==> config.mk <==
export PLATFORM = sky130hd
export DESIGN_NAME = td4_core
export DESIGN_NICKNAME = d
export VERILOG_FILES = /design/src/rtl/td4_core_pkg.sv /design/src/rtl/td4_core_alu4.sv /design/src/rtl/td4_core.sv
export SDC_FILE = /design/constraint.sdc
export NUM_CORES = 1
export LEC_CHECK = 0
export CAP_MARGIN = 40
export CORE_MARGIN = 10
export CORE_UTILIZATION = 47
export DETAILED_ROUTE_END_ITERATION = 16
export PLACE_DENSITY_LB_ADDON = 0.08
export SYNTH_ARGS = -nofsm -noshare
export SYNTH_HDL_FRONTEND = slang
export SYNTH_HIERARCHICAL = 1
export SYNTH_SLANG_ARGS = --single-unit
export TNS_END_PERCENT = 5
==> constraint.sdc <==
create_clock -name clk_cpu -period 2.1 [get_ports clk_cpu]
set_input_delay 0.21 -clock clk_cpu [delete_from_list [all_inputs] [get_ports clk_cpu]]
set_output_delay 0.21 -clock clk_cpu [all_outputs]
set_load 0.01 [all_outputs]
==> src/rtl/td4_core_pkg.sv <==
// Shared constants for the TD4 4-bit core: data width and the fixed opcode map.
package td4_core_pkg;

    localparam int WORD_W = 4;
    localparam int OP_W   = 4;

    typedef logic [WORD_W-1:0] word_t;
    typedef logic [OP_W-1:0]   opcode_t;

    localparam opcode_t OP_ADD_A_IM = 4'b0000;
    localparam opcode_t OP_MOV_A_B  = 4'b0001;
    localparam opcode_t OP_IN_A     = 4'b0010;
    localparam opcode_t OP_MOV_A_IM = 4'b0011;
    localparam opcode_t OP_MOV_B_A  = 4'b0100;
    localparam opcode_t OP_ADD_B_IM = 4'b0101;
    localparam opcode_t OP_IN_B     = 4'b0110;
    localparam opcode_t OP_MOV_B_IM = 4'b0111;
    localparam opcode_t OP_OUT_B    = 4'b1001;
    localparam opcode_t OP_OUT_IM   = 4'b1011;
    localparam opcode_t OP_JNC_IM   = 4'b1110;
    localparam opcode_t OP_JMP_IM   = 4'b1111;

endpackage

==> src/rtl/td4_core_alu4.sv <==
// Unsigned adder shared by both ADD instructions; cout feeds the carry flag.
module alu4 #(
    parameter int W = 4
) (
    input  logic [W-1:0] a,
    input  logic [W-1:0] b,
    output logic [W-1:0] sum,
    output logic         cout
);

    assign {cout, sum} = {1'b0, a} + {1'b0, b};

endmodule

==> src/rtl/td4_core.sv <==
// TD4 single-cycle core: ROM word decoded combinationally and executed on each enabled edge.
module td4_core
    import td4_core_pkg::*;
#(
    parameter logic [3:0] PC_RESET = 4'h0
) (
    input  logic       clk_cpu,
    input  logic       reset,
    input  logic       cpu_en,
    output logic [3:0] rom_adrs,
    input  logic [7:0] rom_dat,
    input  logic [3:0] in_port,
    output logic [3:0] out_port,
    output logic       halted
);

    word_t   pc_q, pc_d;
    word_t   a_q, a_d;
    word_t   b_q, b_d;
    word_t   out_q, out_d;
    logic    carry_q, carry_d;
    logic    halted_q, halted_d;

    opcode_t opcode;
    word_t   imm;
    word_t   alu_a;
    word_t   alu_sum;
    logic    alu_cout;

    assign opcode = rom_dat[7:4];
    assign imm    = rom_dat[3:0];

    // Only ADD B takes B as the adder operand; everything else routes A.
    assign alu_a = (opcode == OP_ADD_B_IM) ? b_q : a_q;

    alu4 #(.W(WORD_W)) u_alu (
        .a    (alu_a),
        .b    (imm),
        .sum  (alu_sum),
        .cout (alu_cout)
    );

    always_comb begin
        pc_d     = pc_q;
        a_d      = a_q;
        b_d      = b_q;
        out_d    = out_q;
        carry_d  = carry_q;
        halted_d = halted_q;
        if (cpu_en) begin
            pc_d    = pc_q + 4'd1;
            carry_d = 1'b0;
            case (opcode)
                OP_ADD_A_IM: begin
                    a_d     = alu_sum;
                    carry_d = alu_cout;
                end
                OP_MOV_A_B:  a_d = b_q;
                OP_IN_A:     a_d = in_port;
                OP_MOV_A_IM: a_d = imm;
                OP_MOV_B_A:  b_d = a_q;
                OP_ADD_B_IM: begin
                    b_d     = alu_sum;
                    carry_d = alu_cout;
                end
                OP_IN_B:     b_d = in_port;
                OP_MOV_B_IM: b_d = imm;
                OP_OUT_B:    out_d = b_q;
                OP_OUT_IM:   out_d = imm;
                // JNC tests the carry left by the previous instruction.
                OP_JNC_IM: begin
                    if (!carry_q) pc_d = imm;
                end
                OP_JMP_IM: begin
                    pc_d = imm;
                    if (imm == pc_q) halted_d = 1'b1;
                end
                default: ;
            endcase
        end
    end

    always_ff @(posedge clk_cpu or negedge reset) begin
        if (!reset) begin
            pc_q     <= PC_RESET;
            a_q      <= '0;
            b_q      <= '0;
            out_q    <= '0;
            carry_q  <= 1'b0;
            halted_q <= 1'b0;
        end else begin
            pc_q     <= pc_d;
            a_q      <= a_d;
            b_q      <= b_d;
            out_q    <= out_d;
            carry_q  <= carry_d;
            halted_q <= halted_d;
        end
    end

    assign rom_adrs = pc_q;
    assign out_port = out_q;
    assign halted   = halted_q;

endmodule

==> impl_metrics.env, run 1 <==
export IMPL_clk_latency_ns=0.30
export IMPL_dp_hpwl_um=2670
export IMPL_drt_iter0_markers=65
export IMPL_hold_viol=0
export IMPL_core_area_mm2=0.00271
export IMPL_violations="setup timing"
export IMPL_start_util_pct=48.2
export IMPL_finalCriticalPeriod_ns=2.16
export IMPL_critPathKind="flop to flop"
export IMPL_areaGrowthSynthToFinish_pct=34.9
export IMPL_routed_via_density=5.77
export IMPL_nets=180
export IMPL_internal_power_w=0.00115
export IMPL_worst_endpoint_required_ns=2.29
export IMPL_fmax_mhz=463
export IMPL_worstPathMaxFanout=2
export IMPL_antenna_found_initial=0
export IMPL_seq_area_frac_synth_pct=34.5
export IMPL_power_leakage_nw=0.758
export IMPL_vias=1091
export IMPL_min_path_type="input port to asynchronous set/reset pin"
export IMPL_status="complete, but fails checks"
export IMPL_portBuffers=23
export IMPL_die_area_mm2=0.00529
export IMPL_swShare_pct=34.9
export IMPL_layout_setup_ws_ns=-0.0601
export IMPL_cts_hold_repair_buffers=0
export IMPL_async_flop_share_pct=100
export IMPL_ios=24
export IMPL_die_height_um=72.7
export IMPL_worstPathArrival_ns=2.35
export IMPL_routabilityCongestion=0.861
export IMPL_rows=19
export IMPL_path_clk_slew_ns=0.12
export IMPL_grt_start_max_net_pins=19
export IMPL_power_frac_clock_pct=12.9
export IMPL_critPathLaunchType="flop"
export IMPL_power_total_w=0.00177
export IMPL_track_usage_pct=14.1
export IMPL_comb_power_share_pct=53.8
export IMPL_place_area_mm2=0.00170
export IMPL_antennaDiodeCount=0
export IMPL_worst_pin_slew_ns=0.562
export IMPL_drive_gt1_share_pct=31.6
export IMPL_grt_pass1_vias=1186
export IMPL_cts_buffer_depth=2
export IMPL_slew_headroom_pct=62.3
export IMPL_grt_overflow_total=0
export IMPL_setup_violations=3
export IMPL_syn_area_per_cell_um2=11.0
export IMPL_synth_edf_count=0
export IMPL_yosys_warnings=6
export IMPL_numCtsBuffers=3
export IMPL_routed_wl_um=3550
export IMPL_cts_tree="built"
export IMPL_rr_worst_depth=7
export IMPL_synth_cell_types=42
export IMPL_clock_sinks=18
export IMPL_ant_nets=0
export IMPL_ir_drop_v=0.000759
export IMPL_synth_nets=140
export IMPL_drt_pass1_iterations=4
export IMPL_fin_tns_setup_ns=-0.0706
export IMPL_rsz0062_at_grt="true"
export IMPL_fin_worst_skew_ns=0.00577
export IMPL_pwr_density_cell_mw_per_mm2=1000
export IMPL_p_seq_share_pct=33.3
export IMPL_worstSetupEndpointType="flop"
export IMPL_period_share_pct=103
export IMPL_report_final_slew_viol_count=0
export IMPL_cts_root_buffer="clkbuf_4"
export IMPL_routedWlPerCell_um=18.8
export IMPL_p_switching_w=0.000616
export IMPL_drc=0
export IMPL_grt_pass1_wl_um=5970
export IMPL_netlist_instances=119
export IMPL_fin_area_mm2=0.00176
export IMPL_hold_slack_ns=0.224
export IMPL_die_x_um=72.7
export IMPL_htreeDepth=1
export IMPL_synth_seq_cells=18
export IMPL_netlist_area_mm2=0.00131
export IMPL_nFillCells=245
export IMPL_synth_ff_type="dfrtp_1"
export IMPL_maxCapViolCount=0
-- cell type report --
cell class                      count  area (µm²)  share of cell area (%)
Sequential cell                    18         450                    25.6
Inverter                            8        30.0                    1.70
Tap cell                           31        38.8                    2.20
Multi-Input combinational cell     87         851                    48.3
Clock buffer                        4        36.3                    2.06
Timing Repair Buffer               41         355                    20.2
-- cell usage after synthesis (all sizes together), types with 2 or more instances --
cell type / n / area [µm²]
buf: 5 / 33.8
a21oi: 2 / 13.8
o21ai: 6 / 30.0
nand3: 3 / 15.0
xor2: 4 / 35.0
xnor2: 3 / 26.3
inv: 8 / 30.0
nor2: 4 / 15.0
nand3b: 2 / 15.0
o22ai: 5 / 31.3
dfrtp: 18 / 450
and3: 3 / 18.8
nand2: 6 / 22.5
nor2b: 3 / 21.3
o311ai: 2 / 17.5
mux4: 7 / 158
mux2: 11 / 124
nand2b: 4 / 25.0
ha: 5 / 62.6
-- power by group through the flow --
stage	Combinational [W]	Clock (W)	Sequential, W
after global placement	0.000860	0	0.000588
after CTS	0.000950	0.000229	0.000589
after floorplan	0.000510	0	0.000603
after global routing	0.00104	0.000242	0.000611
after detailed placement	0.000895	0	0.000599
final	0.000951	0.000227	0.000588
-- critical path, cell delays in order (launching register included) --
cell     delay, ns
dfrtp_1       0.41
mux2_4        0.29
ha_4          0.21
a21o_1        0.16
a21oi_2       0.15
xnor2_1       0.10
mux4_2        0.47
mux2_4        0.27
-- per-stage QoR --
step	cells	utilization (%)	setup slack, ns
3_3_place_gp	182	62.6	-0.679
6_report	189	65.0	-0.0601
3_5_place_dp	182	62.6	-0.722
4_1_cts	189	65.0	-0.0428
2_1_floorplan	119	-	-0.232
5_1_grt	189	65.0	-0.135
-- registers in the layout (all words and copies together) (netlist names) --
signal and count:
out_port 4, halted 1, b_q 4, carry_q 1, rom_adrs 4, a_q 4
-- kinds of logic (layout without fill, tap and decap cells) --
group	count (synthesis)	count (layout)	share of synthesized area, %
compound gates	25	25	13.8
mux	18	18	21.6
flops	18	18	34.5
buf+inv	14	53	5.17
fa+ha+maj	6	6	6.32
xor+xnor	7	7	4.69
simple gates	31	31	14.0
-- layout by cell type, fill, tap and decap left out, types with 4 or more instances in the layout --
cell type	n
nand2_1	6
o22ai_1	5
nand2b_1	4
xor2_1	4
dfrtp_1	18
clkdlybuf4s50_1	19
mux4_2	7
mux2_4	4
inv_1	7
o21ai_0	6
buf_4	18
mux2_2	5
-- routing by layer --
layer	vias up	GRT usage [%]	wire length, µm
met2	24	22.0	1690
met3	4	2.31	134
met5	-	0	0
li1	532	-	-
met1	531	18.8	1670
met4	0	5.49	48
-- final timing paths --
path | from | to | slack (ns)
min in group clk_cpu | rom_dat[7] | a_q[3] | 0.45
setup reg to reg | a_q[1] | b_q[3] | -0.06
hold reg to reg | halted | halted | 0.49
setup / recovery | a_q[1] | b_q[3] | -0.06
hold / removal | reset | out_port[0] | 0.22
max in group asynchronous | reset | b_q[0] | 1.67
-- repair_timing --
action,CTS,global route
setup buffers,3,0
gates resized for setup,15,0
hold endpoints to repair,0,0
pin swaps,6,1
setup endpoints to repair,7,5
Power figures use the tool's default switching activity.
==> inputs of run 2 (changes only) <==
clock period = 1.9 ns   (was 2.1 ns; I/O delays follow)
==> run 2 against run 1 <==
The flow still finishes with violations (setup timing). Worst hold slack got worse by 0.026 ns. Clock skew about the same. Clock power increased by 15%. Die area unchanged. Global-route usage decreased by 1.0 points. Sequential power increased by 8.0%. First-iteration DRC count increased by 3.1%. Wire length decreased by 4.6%. Clock-buffer cell count unchanged. Setup slack got worse by 0.17 ns. Register-to-register slack got worse by 0.17 ns. Critical path type unchanged. Largest cell class unchanged.
==> impl_metrics.env, run 2 (synthesized netlist as in run 1, its figures left out) <==
export IMPL_status="complete, but fails checks"
export IMPL_violations="setup timing"
export IMPL_worst_endpoint_required_ns=2.12
export IMPL_htreeDepth=1
export IMPL_drt_iter0_markers=67
export IMPL_routabilityCongestion=0.859
export IMPL_die_area_mm2=0.00529
export IMPL_swShare_pct=34.5
export IMPL_ant_nets=0
export IMPL_path_clk_slew_ns=0.12
export IMPL_numCtsBuffers=3
export IMPL_crit_chain="mux2_4 > ha_4 > a21o_1 > a21oi_2 > xnor2_1 > mux4_2 > mux2_4"
export IMPL_period_share_pct=112
export IMPL_final_cell_mix="21 x buf_4, 19 x clkdlybuf4s50_1, 18 x dfrtp_1"
export IMPL_areaGrowthSynthToFinish_pct=36.7
export IMPL_setup_violations=5
export IMPL_worstPathMaxFanout=2
export IMPL_routed_wl_um=3380
export IMPL_track_usage_pct=13.1
export IMPL_drt_pass1_iterations=4
export IMPL_nets=183
export IMPL_grt_start_max_net_pins=19
export IMPL_cp_common_cell="mux2_4"
export IMPL_finalCriticalPeriod_ns=2.13
export IMPL_p_seq_share_pct=32.5
export IMPL_die_height_um=72.7
export IMPL_grt_pass1_wl_um=5480
export IMPL_drive_gt1_share_pct=32.9
export IMPL_portBuffers=23
export IMPL_critPathLaunchType="flop"
export IMPL_worst_path_max_delay_cell="mux4_2"
export IMPL_power_leakage_nw=0.770
export IMPL_layout_setup_ws_ns=-0.229
export IMPL_cts_root_buffer="clkbuf_4"
export IMPL_die_x_um=72.7
export IMPL_pwr_density_cell_mw_per_mm2=1090
export IMPL_ir_drop_v=0.000699
export IMPL_cts_buffer_depth=2
export IMPL_slew_headroom_pct=78.9
export IMPL_post_route_util_pct=65.9
export IMPL_cts_hold_repair_buffers=0
export IMPL_maxCapViolCount=0
export IMPL_rows=19
export IMPL_ios=24
export IMPL_final_common_cell="buf_4"
export IMPL_start_util_pct=48.2
export IMPL_vias=1115
export IMPL_rsz0062_at_grt="true"
export IMPL_critPathKind="flop to flop"
export IMPL_slowest_delay_ns=0.45
export IMPL_hold_viol=0
export IMPL_antenna_found_initial=0
export IMPL_comb_power_share_pct=54.1
export IMPL_cts_tree="built"
export IMPL_clk_latency_ns=0.31
export IMPL_clock_sinks=18
export IMPL_min_path_type="input port to asynchronous set/reset pin"
export IMPL_worstPathArrival_ns=2.35
export IMPL_fin_worst_skew_ns=0.00531
export IMPL_worstSetupEndpointType="flop"
export IMPL_internal_power_w=0.00128
export IMPL_fmax_mhz=470
export IMPL_place_area_mm2=0.00172
export IMPL_grt_pass1_vias=1108
export IMPL_worst_pin_slew_ns=0.314
export IMPL_power_total_w=0.00195
export IMPL_fin_area_mm2=0.00179
export IMPL_power_frac_clock_pct=13.4
export IMPL_nFillCells=240
export IMPL_core_area_mm2=0.00271
export IMPL_p_switching_w=0.000672
export IMPL_antennaDiodeCount=0
export IMPL_routedWlPerCell_um=17.6
export IMPL_dp_hpwl_um=2580
export IMPL_drc=0
export IMPL_routed_via_density=5.81
export IMPL_grt_overflow_total=0
export IMPL_report_final_slew_viol_count=0
[run 2: critical path, delay by kind of cell (launching register included)]
| family | cells | cell delay (ns) |
|---|---|---|
| DFF | 1 | 0.42 |
| muxes | 3 | 1.01 |
| xor gates and xnor gates | 1 | 0.09 |
| AOI/OAI and AO/OA | 2 | 0.31 |
| adders and majority gates | 1 | 0.21 |
[run 2: power by group through the flow]
| stage | Clock [W] | Combinational, W | Sequential, W |
|---|---|---|---|
| global route | 0.000280 | 0.00116 | 0.000661 |
| floorplan | 0 | 0.000563 | 0.000667 |
| CTS | 0.000262 | 0.00104 | 0.000638 |
| global placement | 0 | 0.000985 | 0.000643 |
| detailed placement | 0 | 0.00101 | 0.000647 |
| finish | 0.000261 | 0.00105 | 0.000635 |
[run 2: repair_timing]
action                     4_1_cts  5_1_grt
resized for setup               13        1
setup buffers                    2        1
pin swaps                        5        1
setup endpoints to repair        9        6
[run 2: path summary, 6_finish.rpt]
kind	startpoint	end	slack [ns]	cells past startpoint
min in group clk_cpu	rom_dat[5]	a_q[3]	0.42	4
min reg2reg	out_port[1]	out_port[1]	0.49	2
max reg2reg	a_q[1]	b_q[3]	-0.23	7
max	a_q[1]	b_q[3]	-0.23	7
min	reset	a_q[3]	0.20	2
max in group asynchronous	reset	rom_adrs[0]	1.50	2
[run 2: metrics by stage]
| stage | setup slack (ns) | setup TNS, ns | hold WS [ns] | cells |
|---|---|---|---|---|
| after floorplan | -0.412 | -1.99 | -0.106 | 119 |
| after global placement | -0.857 | -5.97 | 0.454 | 185 |
| after detailed placement | -0.920 | -6.43 | 0.475 | 185 |
| after CTS | -0.249 | -0.896 | 0.208 | 191 |
| after global routing | -0.300 | -1.21 | 0.194 | 192 |
| final | -0.229 | -0.893 | 0.198 | 192 |
[run 2: layout make-up]
class                      instances  area (µm²)  area share (%)
clock buffer                       4        36.3            2.03
inverter                           8        30.0            1.68
multi-input combinational         87         852            47.7
sequential                        18         450            25.2
tap                               31        38.8            2.17
timing repair buffer              44         378            21.2
[run 2: per-layer routing]
metal	global-route usage (%)	vias to the layer above	part of all wire, %
li1	-	535	-
met1	16.1	556	47
met2	20.5	19	47
met3	3.40	5	4.0
met4	6.54	0	1.7
met5	0	-	0
